## src/rtl/prbs_monitor_pkg.sv

```systemverilog
// Shared types and helpers for the multi-lane PRBS BER monitor.
package prbs_monitor_pkg;

  typedef enum logic [1:0] {
    IDLE     = 2'd0,
    HOLDOFF  = 2'd1,
    COUNTING = 2'd2
  } lane_state_t;

  // Increment a counter of the given width, holding at all-ones instead of wrapping.
  function automatic logic [63:0] sat_inc(input logic [63:0] val, input int unsigned width);
    logic [63:0] max_val;
    max_val = (width >= 64) ? {64{1'b1}} : ((64'd1 << width) - 64'd1);
    return (val >= max_val) ? max_val : val + 64'd1;
  endfunction

endpackage

```

## src/rtl/prbs_lane_counter.sv

```systemverilog
// One lane of the BER monitor: lock-qualification FSM plus saturating error,
// counted-cycle and lock-loss counters.
//
//   state    | meaning
//   ---------+--------------------------------------------------------------
//   IDLE     | window closed, counters frozen and readable
//   HOLDOFF  | window open, waiting for LOCK_HOLDOFF consecutive locked cycles
//   COUNTING | lane qualified, every locked cycle counted
module prbs_lane_counter
  import prbs_monitor_pkg::*;
#(
  parameter int ERR_WIDTH    = 32,
  parameter int CYCLE_WIDTH  = 48,
  parameter int LOCK_HOLDOFF = 16,
  parameter int LOSS_WIDTH   = 16
) (
  input  logic                   i_sysclk,
  input  logic                   i_rst,
  input  logic                   i_start,
  input  logic                   i_close,
  input  logic                   i_locked,
  input  logic                   i_err,
  output logic [ERR_WIDTH-1:0]   o_err_count,
  output logic [CYCLE_WIDTH-1:0] o_locked_cycles,
  output logic [LOSS_WIDTH-1:0]  o_lock_losses
);

  localparam int HO_W = (LOCK_HOLDOFF > 1) ? $clog2(LOCK_HOLDOFF) : 1;
  localparam logic [HO_W-1:0] HOLD_LAST = HO_W'(LOCK_HOLDOFF - 1);

  lane_state_t            r_state, w_state_nxt;
  logic [HO_W-1:0]        r_hold, w_hold_nxt;
  logic [ERR_WIDTH-1:0]   r_err, w_err_nxt;
  logic [CYCLE_WIDTH-1:0] r_lock, w_lock_nxt;
  logic [LOSS_WIDTH-1:0]  r_loss, w_loss_nxt;

  always_ff @(posedge i_sysclk or posedge i_rst) begin
    if (i_rst) begin
      r_state <= IDLE;
      r_hold  <= '0;
      r_err   <= '0;
      r_lock  <= '0;
      r_loss  <= '0;
    end else begin
      r_state <= w_state_nxt;
      r_hold  <= w_hold_nxt;
      r_err   <= w_err_nxt;
      r_lock  <= w_lock_nxt;
      r_loss  <= w_loss_nxt;
    end
  end

  always_comb begin
    w_state_nxt = r_state;
    w_hold_nxt  = r_hold;
    w_err_nxt   = r_err;
    w_lock_nxt  = r_lock;
    w_loss_nxt  = r_loss;
    case (r_state)
      HOLDOFF: begin
        if (!i_locked) begin
          w_hold_nxt = '0;
        end else if (r_hold == HOLD_LAST) begin
          w_state_nxt = COUNTING;
          w_hold_nxt  = '0;
        end else begin
          w_hold_nxt = r_hold + HO_W'(1);
        end
      end
      COUNTING: begin
        if (!i_locked) begin
          w_state_nxt = HOLDOFF;
          w_hold_nxt  = '0;
          w_loss_nxt  = LOSS_WIDTH'(sat_inc(64'(r_loss), LOSS_WIDTH));
        end else begin
          w_lock_nxt = CYCLE_WIDTH'(sat_inc(64'(r_lock), CYCLE_WIDTH));
          if (i_err) w_err_nxt = ERR_WIDTH'(sat_inc(64'(r_err), ERR_WIDTH));
        end
      end
      default: ;
    endcase
    // The closing cycle is still counted above; only the state is forced idle.
    if (i_close) begin
      w_state_nxt = IDLE;
      w_hold_nxt  = '0;
    end
    if (i_start) begin
      w_state_nxt = HOLDOFF;
      w_hold_nxt  = '0;
      w_err_nxt   = '0;
      w_lock_nxt  = '0;
      w_loss_nxt  = '0;
    end
  end

  assign o_err_count     = r_err;
  assign o_locked_cycles = r_lock;
  assign o_lock_losses   = r_loss;

endmodule

```

## src/rtl/prbs_ber_monitor.sv

```systemverilog
// Multi-lane PRBS BER monitor: measurement window control, per-lane counters
// and a registered readback mux.
module prbs_ber_monitor
  import prbs_monitor_pkg::*;
#(
  parameter int NUM_LANES    = 4,
  parameter int ERR_WIDTH    = 32,
  parameter int CYCLE_WIDTH  = 48,
  parameter int LOCK_HOLDOFF = 16,
  parameter int LOSS_WIDTH   = 16,
  localparam int RD_W        = (NUM_LANES > 1) ? $clog2(NUM_LANES) : 1
) (
  input  logic                   sysclk,
  input  logic                   rst,
  input  logic                   start,
  input  logic                   stop,
  input  logic [CYCLE_WIDTH-1:0] window_len,
  input  logic [NUM_LANES-1:0]   lane_locked,
  input  logic [NUM_LANES-1:0]   lane_err,
  input  logic [RD_W-1:0]        rd_lane,
  output logic [ERR_WIDTH-1:0]   rd_err_count,
  output logic [CYCLE_WIDTH-1:0] rd_locked_cycles,
  output logic [LOSS_WIDTH-1:0]  rd_lock_losses,
  output logic                   running,
  output logic                   done,
  output logic [CYCLE_WIDTH-1:0] elapsed
);

  logic                   r_running;
  logic                   r_done;
  logic [CYCLE_WIDTH-1:0] r_elapsed;
  logic [CYCLE_WIDTH-1:0] r_window_len;
  logic [ERR_WIDTH-1:0]   r_rd_err;
  logic [CYCLE_WIDTH-1:0] r_rd_lock;
  logic [LOSS_WIDTH-1:0]  r_rd_loss;
  logic                   w_close;

  logic [ERR_WIDTH-1:0]   w_err  [NUM_LANES];
  logic [CYCLE_WIDTH-1:0] w_lock [NUM_LANES];
  logic [LOSS_WIDTH-1:0]  w_loss [NUM_LANES];

  // Last open cycle of the window; a simultaneous start restarts instead.
  assign w_close = r_running && !start &&
                   (stop || ((r_window_len != '0) &&
                             (r_elapsed == r_window_len - CYCLE_WIDTH'(1))));

  always_ff @(posedge sysclk or posedge rst) begin
    if (rst) begin
      r_running    <= 1'b0;
      r_done       <= 1'b0;
      r_elapsed    <= '0;
      r_window_len <= '0;
    end else begin
      r_done <= w_close;
      if (start) begin
        r_running    <= 1'b1;
        r_elapsed    <= '0;
        r_window_len <= window_len;
      end else if (r_running) begin
        r_elapsed <= CYCLE_WIDTH'(sat_inc(64'(r_elapsed), CYCLE_WIDTH));
        if (w_close) r_running <= 1'b0;
      end
    end
  end

  for (genvar g = 0; g < NUM_LANES; g++) begin : g_lane
    prbs_lane_counter #(
      .ERR_WIDTH   (ERR_WIDTH),
      .CYCLE_WIDTH (CYCLE_WIDTH),
      .LOCK_HOLDOFF(LOCK_HOLDOFF),
      .LOSS_WIDTH  (LOSS_WIDTH)
    ) u_lane (
      .i_sysclk       (sysclk),
      .i_rst          (rst),
      .i_start        (start),
      .i_close        (w_close),
      .i_locked       (lane_locked[g]),
      .i_err          (lane_err[g]),
      .o_err_count    (w_err[g]),
      .o_locked_cycles(w_lock[g]),
      .o_lock_losses  (w_loss[g])
    );
  end

  always_ff @(posedge sysclk or posedge rst) begin
    if (rst) begin
      r_rd_err  <= '0;
      r_rd_lock <= '0;
      r_rd_loss <= '0;
    end else if (int'(rd_lane) < NUM_LANES) begin
      r_rd_err  <= w_err[rd_lane];
      r_rd_lock <= w_lock[rd_lane];
      r_rd_loss <= w_loss[rd_lane];
    end else begin
      r_rd_err  <= '0;
      r_rd_lock <= '0;
      r_rd_loss <= '0;
    end
  end

  assign rd_err_count     = r_rd_err;
  assign rd_locked_cycles = r_rd_lock;
  assign rd_lock_losses   = r_rd_loss;
  assign running          = r_running;
  assign done             = r_done;
  assign elapsed          = r_elapsed;

endmodule

```

## config.mk

```make
export PLATFORM = sky130hd
export DESIGN_NAME = prbs_ber_monitor
export DESIGN_NICKNAME = d
export VERILOG_FILES = /design/src/rtl/prbs_monitor_pkg.sv /design/src/rtl/prbs_lane_counter.sv /design/src/rtl/prbs_ber_monitor.sv
export SDC_FILE = /design/constraint.sdc
export NUM_CORES = 2
export LEC_CHECK = 0
export CORE_MARGIN = 1
export CORE_UTILIZATION = 45
export CTS_CLUSTER_SIZE = 25
export DETAILED_ROUTE_END_ITERATION = 16
export MAX_ROUTING_LAYER = met4
export PLACE_DENSITY_LB_ADDON = 0.15
export SKIP_CTS_REPAIR_TIMING = 1
export SLEW_MARGIN = 20
export SYNTH_ARGS = -nofsm -noshare
export SYNTH_HDL_FRONTEND = slang
export SYNTH_SLANG_ARGS = --single-unit
```

## constraint.sdc

```tcl
create_clock -name sysclk -period 28.4 [get_ports sysclk]
set_input_delay 8.52 -clock sysclk [delete_from_list [all_inputs] [get_ports sysclk]]
set_output_delay 8.52 -clock sysclk [all_outputs]
set_load 0.005 [all_outputs]
```

==> results.toml <==
[outcome]
run_status = "complete, no violations"

[sta]
maxSlewViolCount = 0
rsz0062_at_grt = "false"
period_share = 0.407
setup_viol = 0
fin_crit_ps = 11570
max_freq_mhz = 86.4
slew_headroom = 0.285
finalWorstSetupSlack_ps = 16830
whs_ps = 532
finalClockSkew_ps = 30.5
finalSetupTns_ps = 0
tightest_slew_ps = 1070
hold_viol = 0

[synth]
synthFlopType = "dfrtp_1"
async_reset_ff_frac = 1.00
syn_inst = 3642
synth_seq_cells = 602
seq_area_frac_synth = 0.446
synth.area.top_cells = "dfrtp_1 (45%), mux4_2 (6.4%), nor2_1 (4.6%), o21ai_0 (4.4%), a21oi_1 (3.9%)"
synth.distinct_cells = 84
netlist_area_um2 = 33800
synth_nets = 3728
syn_avg_cell_area_um2 = 9.28
synth.top_cell.area_share = 0.446
synth-edff-count = 0
ys_warn_count = 0
yosys.area.top_type = "dfrtp_1"

[worst_setup_path]
crit_path_end_kind = "async pin"
critPathKind = "primary input to async pin"
crit_fanout = 123
start_kind = "primary input"
required_ps = 29000
critPathArrivalTime_ps = 12170

[clocking]
cts.clk_slew.worst_paths_ps = 60
cts_buffers = 72
cts_tree = "yes"
cts.path.max_buffers = 3
h-tree-depth = 3
clk_latency_ps = 620
cts_sinks = 602
cts_root_buf = "clkbuf_16"

[global_routing]
grt_start_max_net_pins = 166
overflow = 0
antenna_found_initial = 5
grt_first_pass_wirelength_um = 162000
grt_pass1_vias = 27300
track_usage = 0.273

[cells_and_area]
most-common-layout-cells = "dfrtp_1 (601), nor2_1 (412), o21ai_0 (296)"
final_common_cell = "dfrtp_1"
fin_nets = 3835
fillers = 6795
synthToLayoutAreaGrowth_pct = 15.8
drive_gt1_frac = 0.0988

[placed_design]
dpl.hpwl_um = 70800
gp_congestion = 0.908
place_ws_ps = 15940
numPortBuffers = 207

[detailed_routing]
drtIter0Drc = 3036
drc = 0
via_per_inst = 6.25
first_pass_iters = 6
wirelength_um = 102000
vias = 29900
ant_nets = 0
drt-wirelength-per-cell_um = 21.4

[floorplanning]
ios = 208
die_height_um = 276
fp.dieW_um = 276
core_um2 = 74300
initial_utilization = 0.455
row_count = 100
dieArea_um2 = 76200

[run]
drv_cap = 0

[power_and_ir_drop]
internal_power_uw = 1510
p_sw_uw = 475
finalPower_uw = 1980
comb_power_share = 0.062
worst_ir_drop_vdd_mv = 0.0392
p_leak_uw = 0.0155
pwr-share-clk = 0.491
seq_power_share = 0.447
swShare = 0.239
power_density_nw_per_um2 = 50.7

[min_path]
hold_class = "register to register"
==> final timing paths <==
check	start	to	slack, ps	cells after the start
setup / recovery	rst	g_lane[2].u_lane.o_locked_cycles[37]	16830	5
hold / removal	g_lane[1].u_lane.o_locked_cycles[26]	g_lane[1].u_lane.o_locked_cycles[26]	530	1
setup reg to reg	r_window_len[0]	g_lane[3].u_lane.r_hold[2]	24060	11
hold reg to reg	g_lane[1].u_lane.o_locked_cycles[26]	g_lane[1].u_lane.o_locked_cycles[26]	530	1
max in group sysclk	lane_locked[1]	g_lane[1].u_lane.o_err_count[11]	16970	7
min in group asynchronous	rst	rd_locked_cycles[2]	8450	2
==> cell usage after synthesis (all sizes together), types with 26 or more instances <==
cell and instances:
a211o 27, a211oi 97, a21o 26, a21oi 263
a311oi 70, a31oi 63, and2 39, and3 104
clkbuf 191, dfrtp 602, inv 107, mux2 47
mux2i 34, mux4 96, nand2 281, nand3 213
nand4 75, nor2 422, nor3 123, nor4 51
o21ai 297, xnor2 32, xor2 32
==> registers in the layout (all words and copies together), names as in the netlist <==
register,flops
rd_err_count,32
g_lane.u_lane.o_err_count,128
elapsed,48
g_lane.u_lane.r_state,8
rd_locked_cycles,48
g_lane.u_lane.o_locked_cycles,192
running,1
done,1
g_lane.u_lane.o_lock_losses,64
rd_lock_losses,16
g_lane.u_lane.r_hold,16
r_window_len,48
==> worst max-delay path, stage by stage <==
cell	delay [ps]
clkdlybuf4s50_1	490
inv_8	580
buf_4	860
buf_4	720
buf_4	800
==> power by group through the flow <==
stage	combinational [uW]	sequential, uW	clock (uW)
after floorplan	86.7	897	0
after global placement	121	902	0
after detailed placement	123	902	0
after CTS	123	887	994
after global routing	136	889	1030
final	122	887	974
==> per-stage QoR <==
| stage | instances | instance area (um2) | utilization |
|---|---|---|---|
| after global placement | 4643 | 36600 | 0.492 |
| after CTS | 4772 | 39100 | 0.526 |
| after floorplan | 3642 | 33800 | - |
| after detailed placement | 4643 | 36600 | 0.492 |
| final | 4777 | 39100 | 0.527 |
| after global routing | 4777 | 39100 | 0.527 |
==> cell families after synthesis <==
kind of cell    share of synthesized area
compound gates                      0.191
fa+ha+maj                         0.00888
buf+inv                            0.0359
xor+xnor                           0.0166
flops                               0.446
mux                                0.0897
simple gates                        0.212
==> metal layers <==
layer	up-vias	track usage	wire, um
met5	-	-	0
met4	0	0.0842	2860
met3	172	0.0597	8370
met2	1141	0.386	45000
met1	14700	0.390	45900
li1	13800	-	-
==> final cells by class <==
type                            instances  area, um2  area share
Antenna cell                            4       10.0    0.000256
Clock buffer                          104       2210      0.0565
Clock inverter                         25        295     0.00754
Inverter                              107        409      0.0105
Multi-Input combinational cell       2723      17600       0.449
Sequential cell                       602      15100       0.385
Tap cell                              969       1210      0.0310
Timing Repair Buffer                  243       2380      0.0608
Power figures use the tool's default switching activity.
